===== config.mk =====
export PLATFORM = sky130hd
export DESIGN_NAME = trace_drain
export DESIGN_NICKNAME = d
export VERILOG_FILES = /design/src/rtl/trace_drain.sv
export SDC_FILE = /design/constraint.sdc
export NUM_CORES = 1
export LEC_CHECK = 0
export CAP_MARGIN = 20
export CORE_ASPECT_RATIO = 0.6
export CORE_MARGIN = 4
export CORE_UTILIZATION = 45
export CTS_BUF_LIST = sky130_fd_sc_hd__clkbuf_4 sky130_fd_sc_hd__clkbuf_8
export DETAILED_ROUTE_END_ITERATION = 10
export GPL_ROUTABILITY_DRIVEN = 0
export HOLD_SLACK_MARGIN = 0.15
export PLACE_DENSITY = 0.8
export SLEW_MARGIN = 40
export SYNTH_ARGS = -nofsm -noshare
export SYNTH_HDL_FRONTEND = slang
export SYNTH_SLANG_ARGS = --single-unit

===== constraint.sdc =====
create_clock -name clk_i -period 2.55 [get_ports clk_i]
set_input_delay 0.51 -clock clk_i [delete_from_list [all_inputs] [get_ports clk_i]]
set_output_delay 0.51 -clock clk_i [all_outputs]
set_load 0.02 [all_outputs]

===== src/rtl/trace_drain.sv =====
// trace_drain: reader side of the trace circular buffer.
//
// Walks the ring from the oldest valid entry (first_i) to the newest valid entry
// (last_i, inclusive), wrapping modulo 2**IdxWidth. For every entry it fetches
// NumFields words over a single-port request/grant/rvalid memory interface and
// presents the assembled record on a valid/ready stream.
//
// Word address of field f of entry idx is f*2**IdxWidth + idx.
//
// Optional build macro: TRACE_DRAIN_CLEAR_EN
//   Defined   : every read is followed by a write of 0 to the same address
//               (clear-on-read); the write response rvalid is consumed and ignored.
//   Undefined : read-only; mem_we_o is constantly 0.
//
// Ports:
//   clk_i, rst_i            clock, synchronous active-high reset
//   start_i, abort_i        start pulse (idle only), abort request
//   empty_i, first_i, last_i ring state, sampled together with start_i
//   mem_*                   single-port memory master (req/gnt, rvalid/rdata)
//   rec_valid_o/ready_i     record stream handshake
//   rec_data_o, rec_idx_o   record payload (field f at [f*DataWidth +: DataWidth])
//   busy_o, done_o          activity flag, one-cycle end-of-drain pulse
//   drained_o               records handed off in the last drain
module trace_drain #(
  parameter int unsigned NumFields = 5,
  parameter int unsigned IdxWidth  = 11,
  parameter int unsigned AddrWidth = 14,
  parameter int unsigned DataWidth = 32
) (
  input  logic                           clk_i,
  input  logic                           rst_i,
  input  logic                           start_i,
  input  logic                           abort_i,
  input  logic                           empty_i,
  input  logic [IdxWidth-1:0]            first_i,
  input  logic [IdxWidth-1:0]            last_i,
  output logic                           mem_req_o,
  input  logic                           mem_gnt_i,
  output logic [AddrWidth-1:0]           mem_addr_o,
  output logic                           mem_we_o,
  output logic [DataWidth-1:0]           mem_wdata_o,
  input  logic                           mem_rvalid_i,
  input  logic [DataWidth-1:0]           mem_rdata_i,
  output logic                           rec_valid_o,
  input  logic                           rec_ready_i,
  output logic [NumFields*DataWidth-1:0] rec_data_o,
  output logic [IdxWidth-1:0]            rec_idx_o,
  output logic                           busy_o,
  output logic                           done_o,
  output logic [IdxWidth:0]              drained_o
);

  localparam int unsigned FieldWidth = (NumFields > 1) ? $clog2(NumFields) : 1;
  localparam int unsigned CntWidth   = IdxWidth + 1;
  localparam logic [FieldWidth-1:0] LastField = FieldWidth'(NumFields - 1);

  typedef enum logic [2:0] {
    StIdle,
    StReq,
    StWaitR,
    StClr,
    StClrW,
    StOut,
    StFin
  } state_e;

  state_e                               state_q, state_d;
  logic [FieldWidth-1:0]                field_q, field_d;
  logic [IdxWidth-1:0]                  idx_q, idx_d;
  logic [IdxWidth-1:0]                  end_q, end_d;
  logic [CntWidth-1:0]                  count_q, count_d;
  logic [CntWidth-1:0]                  drained_q, drained_d;
  logic                                 abort_q, abort_d;
  logic [NumFields-1:0][DataWidth-1:0]  rec_q, rec_d;

  logic abort_eff;
  logic advance;

  // Abort requests seen while a read is in flight are remembered until it is safe.
  assign abort_eff = abort_i | abort_q;

  always_comb begin
    state_d     = state_q;
    field_d     = field_q;
    idx_d       = idx_q;
    end_d       = end_q;
    count_d     = count_q;
    drained_d   = drained_q;
    abort_d     = abort_q;
    rec_d       = rec_q;
    advance     = 1'b0;
    mem_req_o   = 1'b0;
    mem_we_o    = 1'b0;
    rec_valid_o = 1'b0;
    done_o      = 1'b0;

    if (state_q != StIdle && abort_i) begin
      abort_d = 1'b1;
    end

    unique case (state_q)
      StIdle: begin
        if (start_i) begin
          count_d = '0;
          abort_d = 1'b0;
          if (empty_i) begin
            state_d = StFin;
          end else begin
            idx_d   = first_i;
            end_d   = last_i;
            field_d = '0;
            state_d = StReq;
          end
        end
      end

      StReq: begin
        // Request is withdrawn in the abort cycle, so no grant can be taken.
        if (abort_eff) begin
          state_d = StFin;
        end else begin
          mem_req_o = 1'b1;
          if (mem_gnt_i) begin
            state_d = StWaitR;
          end
        end
      end

      StWaitR: begin
        if (mem_rvalid_i) begin
          rec_d[field_q] = mem_rdata_i;
`ifdef TRACE_DRAIN_CLEAR_EN
          state_d = StClr;
`else
          advance = 1'b1;
`endif
        end
      end

`ifdef TRACE_DRAIN_CLEAR_EN
      StClr: begin
        // Clear write to the address just read; abort waits until it completes.
        mem_req_o = 1'b1;
        mem_we_o  = 1'b1;
        if (mem_gnt_i) begin
          state_d = StClrW;
        end
      end

      StClrW: begin
        if (mem_rvalid_i) begin
          advance = 1'b1;
        end
      end
`endif

      StOut: begin
        if (abort_eff) begin
          state_d = StFin;
        end else begin
          rec_valid_o = 1'b1;
          if (rec_ready_i) begin
            count_d = count_q + CntWidth'(1);
            if (idx_q == end_q) begin
              state_d = StFin;
            end else begin
              idx_d   = idx_q + IdxWidth'(1);
              field_d = '0;
              state_d = StReq;
            end
          end
        end
      end

      StFin: begin
        done_o    = 1'b1;
        drained_d = count_q;
        abort_d   = 1'b0;
        state_d   = StIdle;
      end

      default: begin
        state_d = StIdle;
      end
    endcase

    // Common step after the last response of a field word has been consumed.
    if (advance) begin
      if (abort_eff) begin
        state_d = StFin;
      end else if (field_q == LastField) begin
        state_d = StOut;
      end else begin
        field_d = field_q + FieldWidth'(1);
        state_d = StReq;
      end
    end
  end

  always_ff @(posedge clk_i) begin
    if (rst_i) begin
      state_q   <= StIdle;
      field_q   <= '0;
      idx_q     <= '0;
      end_q     <= '0;
      count_q   <= '0;
      drained_q <= '0;
      abort_q   <= 1'b0;
      rec_q     <= '0;
    end else begin
      state_q   <= state_d;
      field_q   <= field_d;
      idx_q     <= idx_d;
      end_q     <= end_d;
      count_q   <= count_d;
      drained_q <= drained_d;
      abort_q   <= abort_d;
      rec_q     <= rec_d;
    end
  end

  assign mem_addr_o  = (AddrWidth'(field_q) << IdxWidth) | AddrWidth'(idx_q);
  assign mem_wdata_o = '0;
  assign rec_data_o  = rec_q;
  assign rec_idx_o   = idx_q;
  assign busy_o      = (state_q != StIdle);
  assign drained_o   = drained_q;

endmodule


==> impl_results.md <==
* Num ports at 296
* Root buf cell: clkbuf_8
* Avg WL per Cell at 17.4 um
* Share of layout cells above drive strength 1 at 0.0804
* Ys flop type: dfxtp_1
* H-tree Lvls at 1
* Share of the synthesized area in the top cell type at 0.497
* Footprint of the multi-input gates at 3800 um2
* Initial antenna violation count at 0
* Post-route DRC violation count at 0
* CTS tree: built
* Final instance area at 11900 um2
* Peak fanout along the critical path at 12
* Die area at 21400 um2
* RSZ-0062 raised after global routing: no
* Skew-Pair Late Insertion Delay at 560 ps
* Fraction of registers with async set/reset at 0
* NumNets Final at 1391
* Total power at 0.00795 W
* I/O Buffers at 262
* Seq/Total Area, Yosys at 0.497
* Status: completed
* Post-CTS setup buffer count at 0
* Max Freq at 422 MHz
* Ys Warns at 0
* Fin crit share at 0.930
* Mean Syn Cell Area at 7.94 um2
* DP Cell Count at 1532
* DP HPWL at 19.5 mm
* Top delay family on crit path: buffers and inverters
* Slowest-stage cell, CP: clkdlybuf4s50_1
* Worst-path clk slew at 70 ps
* Final setup skew at 9.25 ps
* Antenna cells at 0
* Fin. Hold Viols at 0
* Min Tclk post-route at 2370 ps
* Core area at 18400 um2
* Worst r2r src: field_q[0]
* Max-Cap Viols at 0
* Crit end category: output pin
* Main area contributors after synthesis: dfxtp_1 (50%), nand2_1 (16%), a21oi_1 (12%)
* Total CTS buffers at 31
* CP Buf/Inv Count at 2
* Final setup fails at 0
* Worst Setup SP: state_q[2]
* Kind of critical path: register to output pin
* Yosys reg bits at 213
* Worst setup SP type: register
* Grt total ovfl at 0
* Distinct cells, synth at 53
* Min-delay src: rst_i
* Seq. cell area at 4270 um2
* Starting DRT DRC Count at 654
* Slew at the pin closest to its max-slew limit at 692 ps
* Area delta synth->final at 39.1%
* Power per standard cell area at 667 nW/um2
* P_leak at 4.10 nW
* Count of flip-flops with a built-in enable after synthesis at 0
* Required time worst endpoint at 2040 ps
* Detail Route Antenna Nets at 0
* Hold Path Class: primary input to register
* TritonCTS Sinks at 213
* Post-Syn Instances at 1081
* Most common cell after layout, fill and taps aside: nand2_1
* Clock Tree Buf Depth at 3
* Number of fill cells at 1559
* Initial Util at 0.466
* Total Routing Usage GR at 0.243
* Total Wirelength at 27.6 mm
* Via count at 8398
* Slew headroom at 0.539
* Max incr delay on CP at 550 ps
* DRT Pass-1 Iters at 7
* Placed inst area at 11300 um2
* Commonest cells after routing, fill and taps aside: nand2_1 (366), clkdlybuf4s50_1 (258), dfxtp_1 (210)
* Critical path arrival at 1860 ps
* Mapped Area at 8580 um2
* First-pass GRT wire length at 41.8 mm
* Post-Layout Cell Count at 1583
* Row count at 38
* Number of global-route vias before repair at 7893
* Top cell type by total area after synthesis: dfxtp_1
* Chip height at 115 um
* Peak VDD IR at 420 uV
* Layout Utilization at 0.648
* Die X-Extent at 186 um
* Final Slew Violations at 0
* Largest net degree at the start of global routing at 66
* Avg Vias per Cell at 5.31
* Worst-path cell chain: nor3_2 -> inv_1 -> clkdlybuf4s50_1
-- area by class of cell --
cell class,count,area share
Tap cell,240,0.0252
Clock buffer,48,0.0480
Multi-Input combinational cell,779,0.319
Sequential cell,213,0.358
Inverter,8,0.00252
Timing Repair Buffer,292,0.244
Clock inverter,3,0.00388
-- flip-flops by register name (all words and copies together), names as in the netlist --
register / cells
rec_idx_o: 11
field_q: 3
drained_o: 12
count_q: 12
end_q: 11
abort_q: 1
state_q: 3
rec_data_o: 160
-- synth_stat cells, drive strengths merged (2+ instances only) --
| master | n |
|---|---|
| mux2i | 13 |
| or2 | 3 |
| and2 | 4 |
| nand3 | 12 |
| a31oi | 3 |
| clkbuf | 52 |
| a32oi | 3 |
| ha | 4 |
| dfxtp | 213 |
| a21oi | 201 |
| nor3b | 3 |
| a2bb2oi | 2 |
| nor3 | 14 |
| and3 | 2 |
| a41oi | 2 |
| buf | 61 |
| a22oi | 4 |
| o21ai | 16 |
| o22ai | 2 |
| inv | 8 |
| o32ai | 6 |
| nand3b | 3 |
| a22o | 2 |
| nand2 | 366 |
| xnor2 | 16 |
| nand4 | 7 |
| or3 | 8 |
| o221a | 4 |
| nor2 | 31 |
| nand2b | 3 |
-- per-stage QoR --
| step | worst slack (ps) | hold slack [ps] | TNS, ps |
|---|---|---|---|
| finish | 179 | 183 | 0 |
| global route | 56.1 | 169 | 0 |
| CTS | -4.44 | 159 | -4.44 |
| detailed placement | 83.0 | 446 | 0 |
| global placement | 78.1 | 440 | 0 |
| floorplan | 493 | 437 | 0 |
-- routing by layer --
metal / GRT usage / up-vias / share of wire
li1: - / 4000 / -
met1: 0.329 / 3918 / 0.43
met2: 0.373 / 416 / 0.43
met3: 0.0775 / 64 / 0.12
met4: 0.0728 / 0 / 0.028
met5: 0 / - / 0
-- where the power goes --
part | internal (W) | leakage, nW | switching [W]
combinational | 0.000644 | 2.04 | 0.000868
sequential | 0.00347 | 1.72 | 0.000185
clock | 0.00152 | 0.333 | 0.00126
-- path summary, 6_finish.rpt --
kind,slack [ps],depth (start not counted),to
setup / recovery,180,3,busy_o
setup reg to reg,440,6,field_q[2]
hold reg to reg,450,2,rec_data_o[51]
hold / removal,180,2,field_q[2]
-- cell families (layout without fill, tap and decap cells) --
| group | Yosys count | in the layout | synth area share |
|---|---|---|---|
| buf+inv | 121 | 351 | 0.0757 |
| fa+ha+maj | 4 | 4 | 0.00583 |
| compound gates | 249 | 249 | 0.159 |
| xor+xnor | 16 | 16 | 0.0163 |
| simple gates | 464 | 464 | 0.231 |
| other cells | 1 | 33 | 0.000437 |
| flops | 213 | 213 | 0.497 |
| mux | 13 | 13 | 0.0152 |
-- repair_timing --
action                                  in CTS  in global routing
gates cloned                                 0                  0
gates resized for setup                      5                  5
hold buffers                                 0                  0
pin swaps                                    0                  0
endpoints found under the setup margin       4                  4
Power figures use the tool's default switching activity.
